===== config.mk =====
export PLATFORM = sky130hd
export DESIGN_NAME = id_stage_pipe
export DESIGN_NICKNAME = d
export VERILOG_FILES = /design/src/rtl/tinyriscv_pkg.sv /design/src/rtl/id_decode.sv /design/src/rtl/id_stage_pipe.sv
export SDC_FILE = /design/constraint.sdc
export NUM_CORES = 1
export LEC_CHECK = 0
export BUFFER_PORTS_ARGS = -buffer_cell sky130_fd_sc_hd__buf_2
export CAP_MARGIN = 20
export CELL_PAD_IN_SITES_DETAIL_PLACEMENT = 1
export CELL_PAD_IN_SITES_GLOBAL_PLACEMENT = 1
export CORE_MARGIN = 2
export CORE_UTILIZATION = 41
export DETAILED_ROUTE_END_ITERATION = 6
export HOLD_SLACK_MARGIN = 0.05
export PLACE_DENSITY = 0.85
export SYNTH_ARGS = -nofsm -noshare
export SYNTH_HDL_FRONTEND = slang
export SYNTH_HIERARCHICAL = 1
export SYNTH_SLANG_ARGS = --single-unit

===== constraint.sdc =====
create_clock -name clk -period 4.12 [get_ports clk]
set_input_delay 0.206 -clock clk [delete_from_list [all_inputs] [get_ports clk]]
set_output_delay 0.206 -clock clk [all_outputs]
set_load 0.01 [all_outputs]

===== src/rtl/tinyriscv_pkg.sv =====
// tinyriscv_pkg: opcode constants, registered decode record and immediate helper
package tinyriscv_pkg;
  localparam int XW = 32;
  localparam logic [6:0] OP_IMM = 7'h13, OP = 7'h33, LOAD = 7'h03, STORE = 7'h23, BRANCH = 7'h63;
  localparam logic [6:0] JAL = 7'h6f, JALR = 7'h67, LUI = 7'h37, AUIPC = 7'h17;
  localparam logic [6:0] FENCE = 7'h0f, SYSTEM = 7'h73, CUSTOM0 = 7'h0b;
  localparam logic [6:0] F7_BASE = 7'h00, F7_ALT = 7'h20, F7_MUL = 7'h01;
  typedef struct packed {
    logic [XW-1:0] op1;
    logic [XW-1:0] op2;
    logic [31:0]   inst;
    logic [XW-1:0] inst_addr;
    logic          reg_we;
    logic [4:0]    reg_waddr;
    logic          csr_we;
    logic [11:0]   csr_waddr;
    logic [XW-1:0] csr_rdata;
    logic [XW-1:0] store_data;
    logic [2:0]    compare;
    logic          illegal;
  } decode_t;
  function automatic logic [XW-1:0] imm_sext(input logic [31:0] i);
    logic [6:0] o;
    o = i[6:0];
    return o == STORE ? XW'($signed({i[31:25], i[11:7]})) :
           o == BRANCH ? XW'($signed({i[31], i[7], i[30:25], i[11:8], 1'b0})) :
           o == JAL ? XW'($signed({i[31], i[19:12], i[20], i[30:21], 1'b0})) :
           (o == LUI || o == AUIPC) ? XW'($signed({i[31:12], 12'b0})) :
           XW'($signed(i[31:20]));
  endfunction
endpackage


===== src/rtl/id_decode.sv =====
// id_decode: combinational instruction word to decode record plus source-register usage
module id_decode import tinyriscv_pkg::*; #(
  parameter int XLEN = XW,
  parameter bit EN_M = 1'b1,
  parameter bit EN_CSR = 1'b1
) (
  input  logic [31:0]     inst,
  input  logic [XLEN-1:0] inst_addr,
  input  logic [XLEN-1:0] r1,
  input  logic [XLEN-1:0] r2,
  input  logic [XLEN-1:0] csr_rdata,
  output decode_t         d,
  output logic            uses_rs1,
  output logic            uses_rs2
);
  logic [6:0] opc, f7;
  logic [2:0] f3;
  logic [XLEN-1:0] imm, cb;
  logic is_i, is_r, is_l, is_s, is_b, is_jal, is_jalr, is_lui, is_auipc, is_fence, is_sys, is_csr, is_cust;
  assign opc = inst[6:0];
  assign f3 = inst[14:12];
  assign f7 = inst[31:25];
  assign imm = imm_sext(inst);
  assign is_i = opc == OP_IMM && (f3 == 3'd1 ? f7 == F7_BASE : f3 == 3'd5 ? (f7 == F7_BASE || f7 == F7_ALT) : 1'b1);
  assign is_r = opc == OP && (f7 == F7_BASE || (f7 == F7_ALT && (f3 == 3'd0 || f3 == 3'd5)) || (f7 == F7_MUL && EN_M));
  assign is_l = opc == LOAD && f3 != 3'd3 && f3[2:1] != 2'b11;
  assign is_s = opc == STORE && f3 < 3'd3;
  assign is_b = opc == BRANCH && f3[2:1] != 2'b01;
  assign is_jal = opc == JAL;
  assign is_jalr = opc == JALR && f3 == 3'd0;
  assign is_lui = opc == LUI;
  assign is_auipc = opc == AUIPC;
  assign is_fence = opc == FENCE && f3[2:1] == 2'b00;
  assign is_sys = EN_CSR && opc == SYSTEM && f3 != 3'd4;
  assign is_csr = is_sys && f3 != 3'd0;
  assign is_cust = opc == CUSTOM0;
  assign uses_rs1 = is_i | is_r | is_l | is_s | is_b | is_jalr | is_cust | (is_csr & ~f3[2]);
  assign uses_rs2 = is_r | is_s | is_b | is_cust;
  // SLTI/SLTIU compare against the immediate; everything else against rs2
  assign cb = (opc == OP_IMM && f3[2:1] == 2'b01) ? imm : r2;
  always_comb begin
    d = '0;
    d.inst = inst;
    d.inst_addr = inst_addr;
    d.illegal = ~(is_i | is_r | is_l | is_s | is_b | is_jal | is_jalr | is_lui | is_auipc | is_fence | is_sys | is_cust);
    d.reg_we = is_i | is_r | is_l | is_jal | is_jalr | is_lui | is_auipc | is_cust | is_csr;
    d.reg_waddr = d.reg_we ? inst[11:7] : 5'd0;
    d.csr_we = is_csr;
    d.csr_waddr = is_csr ? inst[31:20] : 12'd0;
    d.csr_rdata = is_csr ? csr_rdata : '0;
    d.store_data = is_s ? r2 : '0;
    d.op1 = (is_jal | is_auipc | is_b) ? inst_addr : is_lui ? imm :
            (is_csr & f3[2]) ? XLEN'(inst[19:15]) : uses_rs1 ? r1 : '0;
    d.op2 = (is_r | is_cust) ? r2 : (is_i | is_l | is_s | is_b | is_jal | is_jalr | is_auipc) ? imm : '0;
    d.compare = {$signed(r1) >= $signed(cb), r1 >= cb, r1 == cb};
  end
endmodule


===== src/rtl/id_stage_pipe.sv =====
// id_stage_pipe: registered decode stage with handshakes, load-use interlock, flush and stall counter
module id_stage_pipe import tinyriscv_pkg::*; #(
  parameter int XLEN = XW,
  parameter bit EN_M = 1'b1,
  parameter bit EN_CSR = 1'b1,
  parameter int CNT_W = 16
) (
  input  logic             clk,
  input  logic             rst_n,
  input  logic             if_valid_i,
  output logic             if_ready_o,
  input  logic [31:0]      inst_i,
  input  logic [XLEN-1:0]  inst_addr_i,
  output logic [4:0]       reg1_raddr_o,
  output logic [4:0]       reg2_raddr_o,
  input  logic [XLEN-1:0]  reg1_rdata_i,
  input  logic [XLEN-1:0]  reg2_rdata_i,
  output logic [11:0]      csr_raddr_o,
  input  logic [XLEN-1:0]  csr_rdata_i,
  input  logic             flush_i,
  input  logic             ex_load_pend_i,
  input  logic [4:0]       ex_load_rd_i,
  output logic             ex_valid_o,
  input  logic             ex_ready_i,
  output logic [XLEN-1:0]  op1_o,
  output logic [XLEN-1:0]  op2_o,
  output logic [31:0]      inst_o,
  output logic [XLEN-1:0]  inst_addr_o,
  output logic             reg_we_o,
  output logic [4:0]       reg_waddr_o,
  output logic             csr_we_o,
  output logic [11:0]      csr_waddr_o,
  output logic [XLEN-1:0]  csr_rdata_o,
  output logic [XLEN-1:0]  store_data_o,
  output logic [2:0]       compare_o,
  output logic             illegal_o,
  output logic [CNT_W-1:0] stall_cnt_o
);
  decode_t dec, q;
  logic u1, u2, haz, adv, take;
  id_decode #(.XLEN(XLEN), .EN_M(EN_M), .EN_CSR(EN_CSR)) u_dec (
    .inst(inst_i), .inst_addr(inst_addr_i), .r1(reg1_rdata_i), .r2(reg2_rdata_i),
    .csr_rdata(csr_rdata_i), .d(dec), .uses_rs1(u1), .uses_rs2(u2)
  );
  assign reg1_raddr_o = inst_i[19:15];
  assign reg2_raddr_o = inst_i[24:20];
  assign csr_raddr_o = inst_i[31:20];
  assign haz = if_valid_i & ex_load_pend_i & |ex_load_rd_i &
               ((u1 & inst_i[19:15] == ex_load_rd_i) | (u2 & inst_i[24:20] == ex_load_rd_i));
  assign adv = ~ex_valid_o | ex_ready_i;
  assign take = if_valid_i & ~haz & ~flush_i;
  // a flushed beat is drained so fetch never waits on a dead instruction
  assign if_ready_o = flush_i | (adv & ~haz);
  always_ff @(posedge clk or negedge rst_n) begin
    if (!rst_n) begin
      q <= '0;
      ex_valid_o <= 1'b0;
      stall_cnt_o <= '0;
    end else begin
      if (flush_i | adv) begin
        q <= take ? dec : '0;
        ex_valid_o <= take;
      end
      if (adv & haz & ~flush_i & ~&stall_cnt_o) stall_cnt_o <= stall_cnt_o + 1'b1;
    end
  end
  assign op1_o = q.op1;
  assign op2_o = q.op2;
  assign inst_o = q.inst;
  assign inst_addr_o = q.inst_addr;
  assign reg_we_o = q.reg_we;
  assign reg_waddr_o = q.reg_waddr;
  assign csr_we_o = q.csr_we;
  assign csr_waddr_o = q.csr_waddr;
  assign csr_rdata_o = q.csr_rdata;
  assign store_data_o = q.store_data;
  assign compare_o = q.compare;
  assign illegal_o = q.illegal;
endmodule

==> results.md <==
Pwr:
- The overall power is 5.38 mW.
- Across the VDD grid, the largest voltage drop is 0.298 mV.
- In this run the power density over the cells is 343 mW/mm^2.
- The net switching power is 1.42 mW.
- The cell-internal power is 3.96 mW.
- Of the total power, registers draw 43.5%.
- In this run the static leakage power is 8.29 nW.
- Net switching is 26.4% of the power.
- The share of total power dissipated in combinational logic is 12.6%.
- The fraction of power consumed by the clock network is 43.9%.

Timing:
- The maximum frequency from static timing analysis is 0.260 GHz.
- In the final timing run, aggregate negative setup slack is 0 ns.
- In the finished design, the share of the clock period the worst path needs comes to 93.2%.
- The number of endpoints failing setup at the final stage is 0.
- Setup repair after global routing left no endpoint under its margin.
- The routed design could run at a clock period as short as 3.84 ns.
- The worst-margin pin slew is 1.12 ns.
- Between clock sinks in the finished design, the worst skew comes to 0.0112 ns.
- The relative slew slack is 25.0%.
- The number of slew-limit violations in the final report was 0.
- The number of hold-slack violations in the final timing report is 0.
- Hold timing on the final database bottoms out at a slack of 0.0630 ns.

Clock tree:
- CTS saw 232 sinks.
- The clock-pin slew of the registers on the worst-case setup and hold paths is 0.06 ns.
- The number of setup buffers added after CTS is 0.
- In this run the number of H-tree levels came out at 1.
- The maximum root-to-sink buffer count is 3.
- TritonCTS built the clock tree.
- CTS placed an instance of clkbuf_16 at the clock tree root.
- The clock reaches the later pin of the worst-skew pair after 0.54 ns.
- The number of clock buffers inserted by TritonCTS is 26.

Synthesis:
- After synthesis, the share of flip-flops with an asynchronous set or reset is 100%.
- The xor and xnor area share after synthesis is 1.86%.
- Synthesis inferred 232 register bits.
- The share of synthesized cell area in full adder, half adder and majority cells is 3.38%.
- For this run, the leading register cell type out of synthesis is dfrtp_1.
- The mean area per synthesized cell is 10.8 um^2.
- By area, the combinational part of the netlist is dominated by compound AO/OA/AOI/OAI gates.
- The synthesized-area fraction occupied by ao, oa, aoi and oai cells is 24.8%.
- The net count after synthesis is 1338.
- Yosys printed 6 warnings.
- The mapped netlist covers 0.0122 mm^2.
- The number of flops mapped to enable cells by yosys is 0.
- The fraction of the yosys area taken by sequential cells is 47.5%.
- The multiplexer share of the synthesized area is 0.512%.
- Counting every instance in the synthesized netlist gives 1134.
- Synthesis instantiated 63 different standard cells from the library.
- The synthesized-area fraction occupied by and/or/nand/nor cells is 12.5%.

Route:
- The sum of routed wire length over all layers is 50300 um.
- The routed via count divided by cell count is 5.90.
- Detailed routing placed a total of 3490 um of wire on met3.
- The first routing iteration left 760 violations.
- The routed metal-1 wirelength is 19100 um.
- The detail route stage leaves a number of antenna-violating nets equal to 0.
- The detailed-route wire length per cell is 26.1 um.
- The final routed DRC violation total is 0.
- The via count is 11400.
- The length of the first detailed-routing pass in iterations is 5.
- In this run the top signal layer used is met5.
- The detailed-routed wire length on met2 is 24800 um.

Critical path:
- The worst setup path is launched from a primary input.
- The worst setup path is of the in2reg kind.
- The maximum fanout along the worst path is 10.
- The worst setup path is captured at a flip-flop.
- In this run the register-to-register setup slack is 1.90 ns.
- The critical path data required time is 4.54 ns.
- The data arrival time of the critical path is 4.27 ns.

Global routing:
- Global routing consumed, over all layers together, 31.7% of the routing resources.
- The first global-routing pass estimated 74600 um of wire.
- The number of antenna violations at the first check in global routing is 3.
- The number of global-route vias before repair is 12000.
- The largest net degree at the start of global routing is 218.
- The overflow left after global routing is 0.

Min path:
- The tightest min-delay check is of the in2reg type.

Run status:
- The run finished with clean final reports.

Place:
- Routability-driven placement finished with a final weighted congestion of 0.849.
- During placement, the flow inserted port buffers numbering 425.
- The total half-perimeter wirelength after legalization and detailed placement is 33100 um.

Die:
- The total number of placement rows is 63.
- The height of the die is 177 um.
- The effective utilization at floorplan is 41.5%.
- 426 I/O pins were placed.
- The placeable core area is 0.0295 mm^2.
- The die is 177 um wide.
- The floorplan step defined a die boundary enclosing 0.0312 mm^2.

Final layout:
- The signed area change from the synthesized netlist to the final layout is 28.2%.
- The filler cells instantiated in the layout total 3328.
- Registers take 0.00581 mm^2.
- The fraction of final layout cells with drive strength greater than 1 is 33.0%.
- The number of nets in the layout is 1720.
- The number of antenna diodes in the final layout is 0.
- The area of combinational cells with multiple inputs is 0.00531 mm^2.

Run:
- Max-cap violations in this run came to 0.
critical path, cell delays in order:
cell           delay, ns
dlygate4sd3_1       0.54
buf_2               0.19
nor4bb_4            0.59
nand2_1             0.28
nor2_4              0.30
buf_4               0.22
nor2b_1             0.06
a31oi_1             0.21
ha_1                0.31
a21oi_1             0.15
o21ai_0             0.13
nor2_1              0.10
a2111oi_0           0.13
o41ai_1             0.48
o21ai_0             0.15
a22o_1              0.22
state kept, by name, summed over array words and instances (netlist names):
signal / flops
op2_o: 32
reg_we_o: 1
inst_addr_o: 32
ex_valid_o: 1
compare_o: 3
illegal_o: 1
csr_rdata_o: 32
csr_we_o: 1
reg_waddr_o: 5
csr_waddr_o: 12
stall_cnt_o: 16
inst_o: 32
op1_o: 32
store_data_o: 32
area by class of cell:
type                       count  area share (%)
tap                          390            3.11
sequential                   232            37.0
clock inverter                 7           0.399
timing repair buffer         529            20.2
inverter                      15           0.359
clock buffer                  40            5.07
multi-input combinational    712            33.8
power by group through the flow:
stage          Sequential [mW]  Combinational, mW  Clock [mW]
2_1_floorplan             2.39              0.302           0
3_3_place_gp              2.38              0.590           0
3_5_place_dp              2.38              0.606           0
4_1_cts                   2.34              0.672        2.38
5_1_grt                   2.34              0.731        2.49
6_report                  2.34              0.679        2.36
placed cells by master (no fill, tap or decap), types with 3 or more instances in the layout:
| cell | count |
|---|---|
| a22o_1 | 233 |
| xnor2_1 | 25 |
| nor2b_1 | 14 |
| a221o_1 | 20 |
| clkbuf_8 | 7 |
| clkbuf_1 | 6 |
| nand2b_1 | 7 |
| dlygate4sd3_1 | 83 |
| a211oi_1 | 3 |
| buf_2 | 424 |
| buf_4 | 18 |
| nand3_1 | 15 |
| nor4_1 | 4 |
| a21o_1 | 4 |
| nor2_1 | 21 |
| and4_1 | 4 |
| nand2_1 | 43 |
| clkbuf_16 | 27 |
| or4_1 | 3 |
| nor2_4 | 3 |
| inv_1 | 14 |
| a221oi_1 | 5 |
| nand4_1 | 23 |
| and3_1 | 26 |
| a31oi_1 | 7 |
| clkinv_2 | 5 |
| mux2i_1 | 4 |
| o21ai_0 | 49 |
| buf_12 | 3 |
| and2_1 | 80 |
| nor3_1 | 6 |
| ha_1 | 33 |
| dfrtp_1 | 232 |
| a21oi_1 | 41 |
path summary, 6_finish.rpt:
path	startpoint	depth (start not counted)	endpoint
max	inst_i[3]	16	compare_o[2]
min	csr_rdata_i[22]	3	csr_rdata_o[22]
max reg2reg	stall_cnt_o[0]	6	stall_cnt_o[1]
min reg2reg	op2_o[5]	1	op2_o[5]
max in group asynchronous	rst_n	3	inst_o[9]
min in group asynchronous	rst_n	2	csr_rdata_o[24]
cell families after synthesis:
logic type | after synthesis
AOI/OAI and AO/OA | 382
xor gates and xnor gates | 26
adders and majority gates | 33
buffers and inverters | 190
DFF | 232
muxes | 6
and+or+nand+nor | 265
metal layers:
| metal | global-route usage, % | vias up |
|---|---|---|
| li1 | - | 4911 |
| met1 | 38.1 | 5764 |
| met2 | 53.6 | 524 |
| met3 | 6.70 | 159 |
| met4 | 16.6 | 6 |
| met5 | 0 | - |
cell usage after synthesis, drive strengths merged, types with 14 or more instances:
cell | count | area, um^2
a22o | 233 | 2040
a21oi | 42 | 221
dfrtp | 232 | 5810
buf | 126 | 911
ha | 33 | 413
nor2 | 25 | 104
nand4 | 23 | 144
and2 | 80 | 500
and3 | 26 | 163
o21ai | 51 | 259
inv | 15 | 56.3
nand3 | 15 | 75.1
clkbuf | 49 | 184
nand2 | 45 | 169
xnor2 | 25 | 219
nor2b | 14 | 87.6
a221o | 20 | 200
stage by stage:
| stage | util [%] | area (um^2) | cells | setup slack, ns |
|---|---|---|---|---|
| 2_1_floorplan | - | 12200 | 1134 | 0.971 |
| 3_3_place_gp | 47.4 | 14000 | 1795 | 0.338 |
| 3_5_place_dp | 47.4 | 14000 | 1795 | 0.242 |
| 4_1_cts | 53.1 | 15700 | 1925 | 0.238 |
| 5_1_grt | 53.2 | 15700 | 1925 | 0.0703 |
| 6_report | 53.2 | 15700 | 1925 | 0.279 |
what timing repair did:
| item | CTS | global route |
|---|---|---|
| endpoints found under the hold margin | 191 | 0 |
| hold buffers | 83 | 0 |
| gates resized for setup | 0 | 3 |
| endpoints found under the setup margin | 0 | 2 |
Note: power is estimated with default switching activity, not from simulation.
